==> config.mk <==
export PLATFORM = sky130hd
export DESIGN_NAME = pipe_chain
export DESIGN_NICKNAME = d
export VERILOG_FILES = /design/src/rtl/pipe_chain_pkg.sv /design/src/rtl/pipe_chain_stage.sv /design/src/rtl/pipe_chain.sv
export SDC_FILE = /design/constraint.sdc
export NUM_CORES = 1
export LEC_CHECK = 0
export ABC_AREA = 1
export BUFFER_PORTS_ARGS = -buffer_cell sky130_fd_sc_hd__buf_2
export CAP_MARGIN = 20
export CORE_ASPECT_RATIO = 0.5
export CORE_UTILIZATION = 50
export DETAILED_ROUTE_END_ITERATION = 16
export PLACE_DENSITY = 0.81
export REMOVE_ABC_BUFFERS = 1
export SLEW_MARGIN = 10
export SYNTH_ARGS = -nofsm -noshare
export SYNTH_HDL_FRONTEND = slang
export SYNTH_HIERARCHICAL = 1
export SYNTH_SLANG_ARGS = --single-unit
==> constraint.sdc <==
create_clock -name clock -period 4.3 [get_ports clock]
set_input_delay 0.215 -clock clock [delete_from_list [all_inputs] [get_ports clock]]
set_output_delay 0.215 -clock clock [all_outputs]
set_load 0.03 [all_outputs]
==> src/rtl/pipe_chain_pkg.sv <==
// pipe_chain_pkg
// Shared helpers for the pipe_chain block:
//   popcount  - number of set bits, used for occupancy and flush accounting
//   sat_add   - add that clamps at the all-ones value of a w-bit counter
//   CNT_W_DEFAULT - default width of the flush counter
// Both helpers work on a fixed 64-bit carrier, so DEPTH and CNT_W must stay
// at or below 64.
package pipe_chain_pkg;

  localparam int CNT_W_DEFAULT = 16;
  localparam int MAX_BITS      = 64;

  function automatic int popcount(input logic [MAX_BITS-1:0] v);
    int n;
    n = 0;
    for (int i = 0; i < MAX_BITS; i++) begin
      if (v[i]) n++;
    end
    return n;
  endfunction

  // Clamp to 2^w-1 instead of wrapping; the extra sum bit catches overflow
  // of the 64-bit carrier itself.
  function automatic logic [MAX_BITS-1:0] sat_add(input logic [MAX_BITS-1:0] a,
                                                  input logic [MAX_BITS-1:0] b,
                                                  input int w);
    logic [MAX_BITS:0]   sum;
    logic [MAX_BITS-1:0] max_val;
    max_val = (w >= MAX_BITS) ? '1 : ((MAX_BITS'(1) << w) - MAX_BITS'(1));
    sum     = {1'b0, a} + {1'b0, b};
    if (sum > {1'b0, max_val}) return max_val;
    return sum[MAX_BITS-1:0];
  endfunction

endpackage

==> src/rtl/pipe_chain_stage.sv <==
// pipe_chain_stage
// One pipeline register: a payload plus its valid bit.
//   clock, reset : rising-edge clock, synchronous active-low reset
//   acc          : stage takes a new value this edge (bubble if send=0)
//   send         : the source presents a real item
//   flush        : kill the next-cycle content; wins over hold and accept
//   src_data     : payload from the upstream stage or the input port
//   valid, data  : registered contents
module pipe_chain_stage
  import pipe_chain_pkg::*;
#(
  parameter int WIDTH = 32
) (
  input  logic             clock,
  input  logic             reset,
  input  logic             acc,
  input  logic             send,
  input  logic             flush,
  input  logic [WIDTH-1:0] src_data,
  output logic             valid,
  output logic [WIDTH-1:0] data
);

  // A flush only clears valid; the payload follows acc alone, so a held and
  // flushed stage keeps its old data.
  always_ff @(posedge clock) begin
    if (!reset) begin
      valid <= 1'b0;
      data  <= '0;
    end else begin
      if (acc) begin
        data  <= src_data;
        valid <= send;
      end
      if (flush) valid <= 1'b0;
    end
  end

endmodule

==> src/rtl/pipe_chain.sv <==
// pipe_chain
// Chain of DEPTH pipeline registers with per-stage hold and flush, exposing
// every stage for hazard/forwarding logic and counting flushed items.
//   clock, reset            : rising-edge clock, synchronous active-low reset
//   in_valid/in_data/in_ready   : upstream handshake into stage 0
//   hold[i]                 : freeze stage i
//   flush[i]                : kill stage i's next-cycle content
//   out_valid/out_data/out_ready: downstream handshake from the last stage
//   stage_valid, stage_data : per-stage contents, stage i at [i*WIDTH +: WIDTH]
//   occupancy               : number of valid stages
//   flush_count             : saturating count of valid items killed by flush
module pipe_chain
  import pipe_chain_pkg::*;
#(
  parameter int WIDTH = 32,
  parameter int DEPTH = 4,
  parameter int CNT_W = CNT_W_DEFAULT
) (
  input  logic                       clock,
  input  logic                       reset,
  input  logic                       in_valid,
  input  logic [WIDTH-1:0]           in_data,
  output logic                       in_ready,
  input  logic [DEPTH-1:0]           hold,
  input  logic [DEPTH-1:0]           flush,
  output logic                       out_valid,
  output logic [WIDTH-1:0]           out_data,
  input  logic                       out_ready,
  output logic [DEPTH-1:0]           stage_valid,
  output logic [DEPTH*WIDTH-1:0]     stage_data,
  output logic [$clog2(DEPTH+1)-1:0] occupancy,
  output logic [CNT_W-1:0]           flush_count
);

  localparam int OCC_W = $clog2(DEPTH+1);

  logic [DEPTH-1:0] valid;
  logic [DEPTH-1:0] acc;
  logic [DEPTH-1:0] send;
  logic [DEPTH-1:0] killed;

  // Accept ripples from the output back toward the input: a stage may load
  // when it is not held and is either empty or its successor loads too.
  // A held stage still passes nothing on, so its successor loads a bubble.
  always_comb begin
    acc  = '0;
    send = '0;
    acc[DEPTH-1] = ~hold[DEPTH-1] & (~valid[DEPTH-1] | out_ready);
    for (int i = DEPTH-2; i >= 0; i--) begin
      acc[i] = ~hold[i] & (~valid[i] | acc[i+1]);
    end
    send[0] = in_valid;
    for (int i = 1; i < DEPTH; i++) begin
      send[i] = valid[i-1] & ~hold[i-1];
    end
  end

  // An item is lost to flush either as it arrives (stage loading a real
  // item) or as it sits (stage keeping a valid item).
  always_comb begin
    killed = '0;
    for (int i = 0; i < DEPTH; i++) begin
      killed[i] = flush[i] & (acc[i] ? send[i] : valid[i]);
    end
  end

  for (genvar i = 0; i < DEPTH; i++) begin : g_stage
    logic [WIDTH-1:0] src_data;
    if (i == 0) begin : g_src_in
      assign src_data = in_data;
    end else begin : g_src_prev
      assign src_data = stage_data[(i-1)*WIDTH +: WIDTH];
    end

    pipe_chain_stage #(.WIDTH(WIDTH)) u_stage (
      .clock    (clock),
      .reset    (reset),
      .acc      (acc[i]),
      .send     (send[i]),
      .flush    (flush[i]),
      .src_data (src_data),
      .valid    (valid[i]),
      .data     (stage_data[i*WIDTH +: WIDTH])
    );
  end

  always_ff @(posedge clock) begin
    if (!reset) begin
      flush_count <= '0;
    end else begin
      flush_count <= CNT_W'(sat_add(MAX_BITS'(flush_count),
                                    MAX_BITS'(popcount(MAX_BITS'(killed))),
                                    CNT_W));
    end
  end

  assign in_ready    = acc[0];
  assign out_valid   = valid[DEPTH-1] & ~hold[DEPTH-1];
  assign out_data    = stage_data[(DEPTH-1)*WIDTH +: WIDTH];
  assign stage_valid = valid;
  assign occupancy   = OCC_W'(popcount(MAX_BITS'(valid)));

endmodule
==> results.py, run 1 <==
metrics = {
    "synthesis": {
        "ys_seq_area_frac": 0.4707,
        "syn_avg_cell_area_um2": 7.667,
        "synth-seq-cells": 148,
        "ys_types": 34,
        "syn_inst": 821,
        "yosys_warnings": 6,
        "syn_area_um2": 6295,
    },
    "grt": {
        "grt_overflow": 0,
        "grt_pass1_vias": 5228,
        "grt_pass1_wl_um": 25670,
        "grt_util_all_layers": 0.2468,
        "antenna_found_initial": 0,
        "grt_max_degree": 73,
    },
    "detailed_routing": {
        "ant_nets": 0,
        "wirelength_um": 16370,
        "drt-wirelength-per-cell_um": 13.88,
        "drt_iter0_drc": 464,
        "dr.pass1.iters": 5,
        "route.detailed.vias_per_inst": 5.002,
        "dr_total_vias": 5902,
        "drc": 0,
    },
    "job": {
        "drv_cap": 0,
    },
    "cts": {
        "clock_path_buffers": 2,
        "cts_setup_buffers": 0,
        "cts.sinks": 148,
        "htreeDepth": 4,
        "cts.clk_slew.worst_paths_ps": 60,
        "cts_tree": "yes",
        "clk_latency_ps": 400,
        "root_buffer": "clkbuf_16",
        "cts_made_buffers": 17,
        "hold_buffers": 0,
        "cts_resized": 0,
    },
    "layout": {
        "area_growth_pct": 23.18,
        "nFillCells": 1098,
        "final_common_cell": "nor2_1",
        "layout_common_cells": "nor2_1, buf_2, dfxtp_1, o21ai_0, nand2_1",
        "final_area_um2": 7754,
        "num_antenna_cells": 0,
        "drive_gt1_frac": 0.2867,
        "utilization": 0.6434,
        "final_nets": 1059,
        "finalNonFillerCells": 1180,
    },
    "setup_path": {
        "worst-path-buf-inv": 5,
        "crit_path_max_incr_delay_ps": 450,
        "worst-endpoint-arrival_ps": 3990,
        "cp.depth": 24,
        "slowest_stage": "dfxtp_1",
        "crit_chain": "nand2_1, nand2_1, a21oi_4, o21ai_1, nand2_1, nand3_1, nand2_1, inv_1, ha_1, nand3_1, nand2_1, nand2_1, nand2_1, inv_1, ha_1, inv_1, fa_1, inv_1, nand3_2, a21oi_4, nand4_4, nand3_1, nand2_1, inv_1",
        "rr_worst_depth": 24,
        "cpMostUsedCell": "nand2_1",
        "worstPathMaxFanout": 12,
        "critical-path-top-delay-family": "simple AND/OR/NAND/NOR gates",
        "end_kind": "register",
        "worstPathRequired_ps": 4640,
        "critPathKind": "register to register",
        "crit_path_start_kind": "register",
    },
    "timing": {
        "drv_slew": 0,
        "setup_viol": 0,
        "tns_ps": 0,
        "maxSlewHeadroom": 0.4973,
        "fin_crit_ps": 3643,
        "rsz0062_at_grt": "no",
        "post-route-period-util": 0.8473,
        "final-hold-violation-count": 0,
        "tightestPinTransition_ps": 754.1,
        "skew_ps": 11.10,
        "layout_setup_ws_ps": 656.6,
        "timing.fmax_mhz": 274.5,
    },
    "floorplan": {
        "core-area_um2": 12050,
        "die_x_um": 160.7,
        "die_area_um2": 13070,
        "num_rows": 28,
        "num_io_pins": 229,
        "start_util": 0.5223,
        "die_y_um": 81.34,
    },
    "power_and_ir_drop": {
        "p_per_area_nw_per_um2": 464.2,
        "ir_worst_vdd_mv": 0.2440,
        "leakage_nw": 3.992,
    },
    "worst_hold_path": {
        "min_path_cells": 3,
        "min_path_type": "input pin to register",
    },
    "placed_design": {
        "dp_hpwl_um": 10940,
        "place_inst": 1149,
        "post-place-ws_ps": 722.6,
        "gp_congestion": 0.8775,
        "io_buffers": 228,
        "dpl-instance-area_um2": 7154,
    },
    "run_status": {
        "status": "finished clean",
    },
}
## final cells by class
| class | instances | area, um2 | area share |
|---|---|---|---|
| Multi-Input combinational cell | 554 | 2620 | 0.3379 |
| Clock inverter | 11 | 152.6 | 0.01969 |
| Sequential cell | 148 | 2963 | 0.3821 |
| Clock buffer | 20 | 446.7 | 0.05761 |
| Timing Repair Buffer | 233 | 1181 | 0.1523 |
| Inverter | 49 | 183.9 | 0.02372 |
| Tap cell | 165 | 206.4 | 0.02663 |
## worst paths after layout
kind	startpoint	end	slack, ps
hold / removal	in_data[31]	g_stage[0].u_stage/data[31]$_SDFFE_PN0P_	30
hold reg to reg	g_stage[0].u_stage/data[15]$_SDFFE_PN0P_	g_stage[1].u_stage/data[15]$_SDFFE_PN0P_	500
setup reg to reg	g_stage[3].u_stage/valid$_SDFFE_PP0P_	flush_count[9]$_SDFF_PN0_	660
setup / recovery	g_stage[3].u_stage/valid$_SDFFE_PP0P_	flush_count[9]$_SDFF_PN0_	660
## power by group
group	leakage, nW	internal [mW]	switching [mW]
combinational	2.49	0.161	0.416
clock	0.283	0.929	0.569
sequential	1.22	1.46	0.0640
total	3.99	2.55	1.05
## metal layers
layer	part of all wire	global-route usage	vias up
met5	0	0	-
met4	0.020	0.1029	0
met3	0.040	0.04086	28
met2	0.51	0.4442	174
met1	0.43	0.2983	2754
li1	-	-	2946
## cell usage after synthesis, drive strengths merged
master / instances / share of area
nor2: 274 / 0.16
dfxtp: 148 / 0.47
o21ai: 134 / 0.11
buf: 70 / 0.086
nand2: 66 / 0.040
inv: 47 / 0.028
nand3: 24 / 0.023
a21oi: 18 / 0.020
ha: 11 / 0.022
xor2: 7 / 0.0097
nand4: 5 / 0.0074
a21boi: 3 / 0.0042
a31oi: 2 / 0.0030
clkinv: 2 / 0.0012
nand3b: 2 / 0.0024
nor3: 2 / 0.0034
xnor2: 2 / 0.0028
a21o: 1 / 0.0012
conb: 1 / 0.00060
fa: 1 / 0.0032
o31ai: 1 / 0.0012
## registers in the layout, indices dropped and copies added, names as in the netlist
register,flops
g_stage.u_stage/valid,4
flush_count,16
g_stage.u_stage/data,128
## cells by family (layout without fill, tap and decap cells)
group,after synthesis,after routing,share of synthesized area
and+or+nand+nor,373,373,0.2401
adders and majority gates,12,12,0.02504
buffers and inverters,119,313,0.1153
DFF,148,148,0.4707
other,1,1,0.0005957
xor gates and xnor gates,9,9,0.01252
AOI/OAI and AO/OA,159,159,0.1358
## metrics by stage
step / power, mW / hold WS [ps]
detailed placement: 2.127 / 442.2
global route: 3.750 / 23.86
CTS: 3.624 / 16.21
finish: 3.599 / 31.79
floorplan: 1.921 / 312.6
global placement: 2.112 / 436.6
## tightest hold or removal path: stages
cell	delay, ps
buf_2	70
nor2_1	30
nor2_1	80
Power figures use the tool's default switching activity.
==> run 2: changes to the inputs <==
==> constraint.sdc (replaced) <==
create_clock -name clock -period 3.6 [get_ports clock]
set_input_delay 0.18 -clock clock [delete_from_list [all_inputs] [get_ports clock]]
set_output_delay 0.18 -clock clock [all_outputs]
set_load 0.03 [all_outputs]
==> results.py, run 2 (synthesis gave the netlist of run 1 again) <==
metrics = {
    "timing": {
        "timing.fmax_mhz": 300.9,
        "drv_slew": 0,
        "skew_ps": 10.48,
        "rsz0062_at_grt": "no",
        "post-route-period-util": 0.9232,
        "layout_setup_ws_ps": 276.4,
        "tns_ps": 0,
        "setup_viol": 0,
        "maxSlewHeadroom": 0.4836,
        "tightestPinTransition_ps": 774.5,
        "fin_crit_ps": 3324,
        "final-hold-violation-count": 0,
    },
    "grt": {
        "grt_overflow": 0,
        "grt_pass1_vias": 5439,
        "antenna_found_initial": 0,
        "grt_util_all_layers": 0.2519,
        "grt_max_degree": 90,
        "grt_pass1_wl_um": 26180,
    },
    "worst_hold_path": {
        "min_from": "in_data[13]",
        "whs_endpoint": "g_stage[0].u_stage/data[13]$_SDFFE_PN0P_",
        "min_path_cells": 3,
        "min_path_type": "input pin to register",
    },
    "setup_path": {
        "end_kind": "register",
        "worstPathRequired_ps": 3920,
        "rr_worst_depth": 21,
        "slowest_stage": "fa_2",
        "critical-path-top-delay-family": "simple AND/OR/NAND/NOR gates",
        "crit_chain": "nand2_1, nand2_2, a21oi_4, nor2_1, nor2_2, o21ai_1, nand3_2, inv_1, ha_4, nand3_1, nand3_2, nand2_1, inv_1, ha_1, inv_1, fa_2, inv_1, nand3_2, a21oi_4, nand4_2, a21oi_1",
        "worst-endpoint-arrival_ps": 3650,
        "worst-path-buf-inv": 4,
        "rrSetupSlack_ps": 280,
        "reg2reg_to": "flush_count[6]$_SDFF_PN0_",
        "critPathKind": "register to register",
        "worstReg2RegStart": "g_stage[3].u_stage/valid$_SDFFE_PP0P_",
        "cpMostUsedCell": "inv_1",
        "crit_path_start_kind": "register",
        "crit_path_max_incr_delay_ps": 350,
        "worstPathMaxFanout": 6,
    },
    "layout": {
        "num_antenna_cells": 0,
        "largest_register_ffs": 128,
        "finalNonFillerCells": 1200,
        "final_area_um2": 7949,
        "largestRegisters": "g_stage.u_stage/data: 128 flops, flush_count: 16 flops, g_stage.u_stage/valid: 4 flops",
        "layout_common_cells": "nor2_1, buf_2, dfxtp_1, o21ai_0, nand2_1",
        "regMostFlops": "g_stage.u_stage/data",
        "final_nets": 1078,
        "final_common_cell": "nor2_1",
        "drive_gt1_frac": 0.2918,
        "area_growth_pct": 26.28,
    },
    "placed_design": {
        "io_buffers": 228,
        "dpl-instance-area_um2": 7162,
        "post-place-ws_ps": 210.3,
        "place_inst": 1150,
        "gp_congestion": 0.8579,
        "dp_hpwl_um": 10810,
    },
    "cts": {
        "clock_path_buffers": 2,
        "htreeDepth": 4,
        "cts_tree": "yes",
        "clk_latency_ps": 400,
        "cts_made_buffers": 17,
        "cts.clk_slew.worst_paths_ps": 60,
        "cts.sinks": 148,
        "root_buffer": "clkbuf_16",
    },
    "power_and_ir_drop": {
        "leakage_nw": 4.079,
        "p_per_area_nw_per_um2": 535.1,
        "ir_worst_vdd_mv": 0.2878,
    },
    "detailed_routing": {
        "ant_nets": 0,
        "drt-wirelength-per-cell_um": 14.07,
        "dr.pass1.iters": 6,
        "drt_iter0_drc": 459,
        "route.detailed.vias_per_inst": 5.069,
        "wirelength_um": 16880,
        "dr_total_vias": 6083,
        "drc": 0,
    },
    "floorplan": {
        "core-area_um2": 12050,
        "die_x_um": 160.7,
        "start_util": 0.5223,
        "num_io_pins": 229,
        "num_rows": 28,
        "die_area_um2": 13070,
        "die_y_um": 81.34,
    },
    "run_status": {
        "status": "finished clean",
    },
    "job": {
        "drv_cap": 0,
    },
}
## run 2: cell type report
cell class	count	area, um2
Clock inverter	12	130.1
Fill cell	1047	4103
Multi-Input combinational cell	555	2661
Clock buffer	20	446.7
Tap cell	165	206.4
Timing Repair Buffer	251	1356
Sequential cell	148	2964
Inverter	49	183.9
## run 2: what timing repair did
action                                  in CTS  in global routing
endpoints found under the setup margin       0                 14
setup buffers                                0                  1
endpoints found under the hold margin       16                  0
gates resized for setup                      0                  7
hold buffers                                16                  0
## run 2: worst max-delay path by stage
| stage | from | end | cells past startpoint |
|---|---|---|---|
| floorplan | g_stage[3].u_stage/valid$_SDFFE_PP0P_ | flush_count[14]$_SDFF_PN0_ | 24 |
| global placement | g_stage[3].u_stage/valid$_SDFFE_PP0P_ | flush_count[11]$_SDFF_PN0_ | 24 |
| finish | g_stage[3].u_stage/valid$_SDFFE_PP0P_ | flush_count[6]$_SDFF_PN0_ | 21 |
| global route | g_stage[3].u_stage/valid$_SDFFE_PP0P_ | flush_count[14]$_SDFF_PN0_ | 24 |
| CTS | g_stage[3].u_stage/valid$_SDFFE_PP0P_ | flush_count[9]$_SDFF_PN0_ | 23 |
| detailed placement | g_stage[3].u_stage/valid$_SDFFE_PP0P_ | flush_count[9]$_SDFF_PN0_ | 23 |
## run 2: worst min-delay path: cells and delay by family
family / cells / cell delay [ps]
buf+inv: 1 / 70
simple gates: 2 / 120
## run 2: per-stage QoR
stage | util | hold slack (ps) | total power, mW
global route | 0.6596 | 7.878 | 4.430
floorplan | - | 277.6 | 2.295
CTS | 0.6554 | 0.4963 | 4.274
finish | 0.6596 | 7.478 | 4.254
global placement | 0.5943 | 400.8 | 2.522
detailed placement | 0.5943 | 408.2 | 2.540
## run 2: routing by layer
metal | share of wire | global-route usage | vias up
li1 | - | - | 2998
met1 | 0.42 | 0.3024 | 2869
met2 | 0.52 | 0.4524 | 182
met3 | 0.042 | 0.04392 | 34
met4 | 0.019 | 0.1095 | 0
met5 | 0 | 0 | -
## run 2: report_power, final
part	leakage, nW	switching, mW	internal, mW	total [mW]
Sequential	1.22	0.0776	1.74	1.82
Combinational	2.58	0.503	0.206	0.709
Clock	0.281	0.683	1.04	1.72
Total	4.08	1.26	2.99	4.25
==> run 3: changes to the inputs <==
--- a/config.mk
+++ b/config.mk
@@ -16,5 +16,4 @@
 export SLEW_MARGIN = 10
 export SYNTH_ARGS = -nofsm -noshare
 export SYNTH_HDL_FRONTEND = slang
-export SYNTH_HIERARCHICAL = 1
 export SYNTH_SLANG_ARGS = --single-unit
==> results.py, run 3 <==
metrics = {
    "run_status": {
        "status": "finished clean",
    },
    "setup_path": {
        "end_kind": "register",
        "critPathKind": "register to register",
        "worstPathRequired_ps": 3910,
        "reg2reg_to": "flush_count[14]$_SDFF_PN0_",
        "worstPathMaxFanout": 4,
        "rr_worst_depth": 28,
        "worst-endpoint-arrival_ps": 3770,
        "cpMostUsedCell": "nand2_1",
        "crit_path_start_kind": "register",
        "worstReg2RegStart": "g_stage[3].u_stage.valid$_SDFF_PP0_",
        "crit_path_max_incr_delay_ps": 340,
        "rrSetupSlack_ps": 130,
        "slowest_stage": "ha_1",
    },
    "placed_design": {
        "gp_congestion": 0.8488,
        "io_buffers": 228,
        "post-place-ws_ps": -67.54,
        "dp_hpwl_um": 10660,
    },
    "timing": {
        "drv_slew": 0,
        "maxSlewHeadroom": 0.4321,
        "timing.fmax_mhz": 288.6,
        "skew_ps": 8.013,
        "setup_viol": 0,
        "whs_ps": 12.99,
        "post-route-period-util": 0.9626,
        "fin_crit_ps": 3465,
        "layout_setup_ws_ps": 134.5,
        "tns_ps": 0,
        "rsz0062_at_grt": "yes",
        "tightestPinTransition_ps": 851.9,
        "final-hold-violation-count": 0,
    },
    "synthesis": {
        "synth-simple-area-share": 0.2548,
        "synth-seq-cells": 148,
        "async_reset_ff_frac": 0,
        "synth_top_family_by_area": "simple AND/OR/NAND/NOR gates",
        "yosys-mux-area-fraction": 0,
        "ys.flop_type": "dfxtp_1",
        "yosys_warnings": 0,
        "syn_inst": 811,
        "syn_area_um2": 6251,
        "synth-edff-count": 0,
        "ys_seq_area_frac": 0.4740,
        "synth.most_common_cell": "nor2_1",
        "synth_xor_xnor_area_share": 0.01121,
        "synthTopCellsByCount": "nor2_1, dfxtp_1, o21ai_0, nand2_1, inv_1",
        "yosys-top-cells-area": "dfxtp_1, nor2_1, o21ai_0",
        "yosysTopAreaCell": "dfxtp_1",
        "synth_adder_area_share": 0.02522,
        "synth_top_area_share": 0.4740,
        "synth-compound-area-share": 0.1247,
        "ys_types": 36,
        "syn_avg_cell_area_um2": 7.708,
    },
    "floorplan": {
        "die_x_um": 160.1,
        "num_io_pins": 229,
        "start_util": 0.5217,
        "num_rows": 28,
        "core-area_um2": 11980,
        "die_area_um2": 12980,
        "die_y_um": 81.07,
    },
    "cts": {
        "htreeDepth": 4,
        "cts.clk_slew.worst_paths_ps": 60,
        "clk_latency_ps": 410,
        "clock_path_buffers": 2,
        "cts.sinks": 148,
        "root_buffer": "clkbuf_16",
        "cts_tree": "yes",
        "cts_made_buffers": 17,
    },
    "grt": {
        "antenna_found_initial": 0,
        "grt_max_degree": 100,
        "grt_util_all_layers": 0.2507,
        "grt_pass1_wl_um": 25680,
        "grt_overflow": 0,
        "grt_pass1_vias": 5247,
    },
    "worst_hold_path": {
        "min_path_cells": 3,
        "whs_endpoint": "g_stage[0].u_stage.data[0]$_SDFFE_PN0N_",
        "min_from": "in_data[0]",
        "min_path_type": "input pin to register",
    },
    "power_and_ir_drop": {
        "power_mw": 4.585,
        "leakage_nw": 4.090,
        "ir_worst_vdd_mv": 0.2857,
        "p_per_area_nw_per_um2": 577.5,
    },
    "layout": {
        "area_growth_pct": 27.02,
        "final_common_cell": "nor2_1",
        "largestRegisters": "g_stage.u_stage.data: 128 flops, flush_count: 16 flops, g_stage.u_stage.valid: 4 flops",
        "drive_gt1_frac": 0.3234,
        "utilization": 0.6627,
        "num_antenna_cells": 0,
        "layout_common_cells": "nor2_1, buf_2, dfxtp_1, o21ai_0, nand2_1",
        "regMostFlops": "g_stage.u_stage.data",
        "largest_register_ffs": 128,
        "final_nets": 1054,
        "nFillCells": 1058,
    },
    "detailed_routing": {
        "dr.pass1.iters": 5,
        "drt-wirelength-per-cell_um": 13.82,
        "wirelength_um": 16250,
        "drc": 0,
        "dr_total_vias": 5692,
        "drt_iter0_drc": 411,
        "route.detailed.vias_per_inst": 4.840,
        "ant_nets": 0,
    },
    "job": {
        "drv_cap": 0,
    },
}
==> run 3: stage by stage <==
| step | instances | instance area, um2 |
|---|---|---|
| floorplan | 734 | 5736 |
| global placement | 1137 | 7161 |
| detailed placement | 1137 | 7161 |
| CTS | 1171 | 7864 |
| global route | 1176 | 7940 |
| finish | 1176 | 7940 |
==> run 3: layout make-up <==
type                    count  area, um2  area share
inverters                  43      168.9     0.02127
clock inverters            13      227.7     0.02868
repair buffers            245       1296      0.1633
multi-input cells         543       2634      0.3317
flip-flops and latches    148       2964      0.3733
clock buffers              19      442.9     0.05578
well taps                 165      206.4     0.02600
==> run 3: repair_timing <==
| item | 4_1_cts | 5_1_grt |
|---|---|---|
| resized for setup | 3 | 8 |
| endpoints found under the hold margin | 2 | 0 |
| hold buffers | 2 | 0 |
| setup endpoints to repair | 14 | 16 |
| pin swaps | 1 | 5 |
| setup buffers | 0 | 4 |
| cloned | 0 | 0 |
==> run 3: worst max-delay path by stage <==
stage                                 end                                start
6_report       flush_count[14]$_SDFF_PN0_  g_stage[3].u_stage.valid$_SDFF_PP0_
5_1_grt         flush_count[7]$_SDFF_PN0_  g_stage[3].u_stage.valid$_SDFF_PP0_
4_1_cts        flush_count[14]$_SDFF_PN0_  g_stage[3].u_stage.valid$_SDFF_PP0_
3_5_place_dp   flush_count[13]$_SDFF_PN0_  g_stage[3].u_stage.valid$_SDFF_PP0_
3_3_place_gp   flush_count[10]$_SDFF_PN0_  g_stage[3].u_stage.valid$_SDFF_PP0_
2_1_floorplan  flush_count[15]$_SDFF_PN0_  g_stage[3].u_stage.valid$_SDFF_PP0_
==> run 3: where the power goes <==
| group | switching, mW | internal, mW |
|---|---|---|
| combinational | 0.532 | 0.215 |
| sequential | 0.0827 | 1.75 |
| clock | 0.686 | 1.32 |
==> run 3: critical path: cells and delay by family, from the launching register on <==
kind / cells / cell delay (ps)
flip-flops: 1 / 330
buffers and inverters: 5 / 370
AO/OA/AOI/OAI: 5 / 560
AND/OR/NAND/NOR: 15 / 1280
adder cells (fa/ha/maj): 3 / 840
==> run 3: routing by layer <==
| metal | vias to the layer above | routed length, um | GRT usage |
|---|---|---|---|
| met3 | 33 | 752 | 0.05720 |
| met4 | 0 | 350 | 0.09810 |
| met5 | - | 0 | 0 |
| met2 | 143 | 8275 | 0.4474 |
| li1 | 2912 | - | - |
| met1 | 2604 | 6874 | 0.2991 |
==> run 3: logic make-up (layout without fill, tap and decap cells) <==
group           count (synthesis)  after routing
simple gates                  370            370
compound gates                152            152
flops                         148            148
buf+inv                       120            320
fa+ha+maj                      12             12
xor+xnor                        8              8
other cells                     1              1
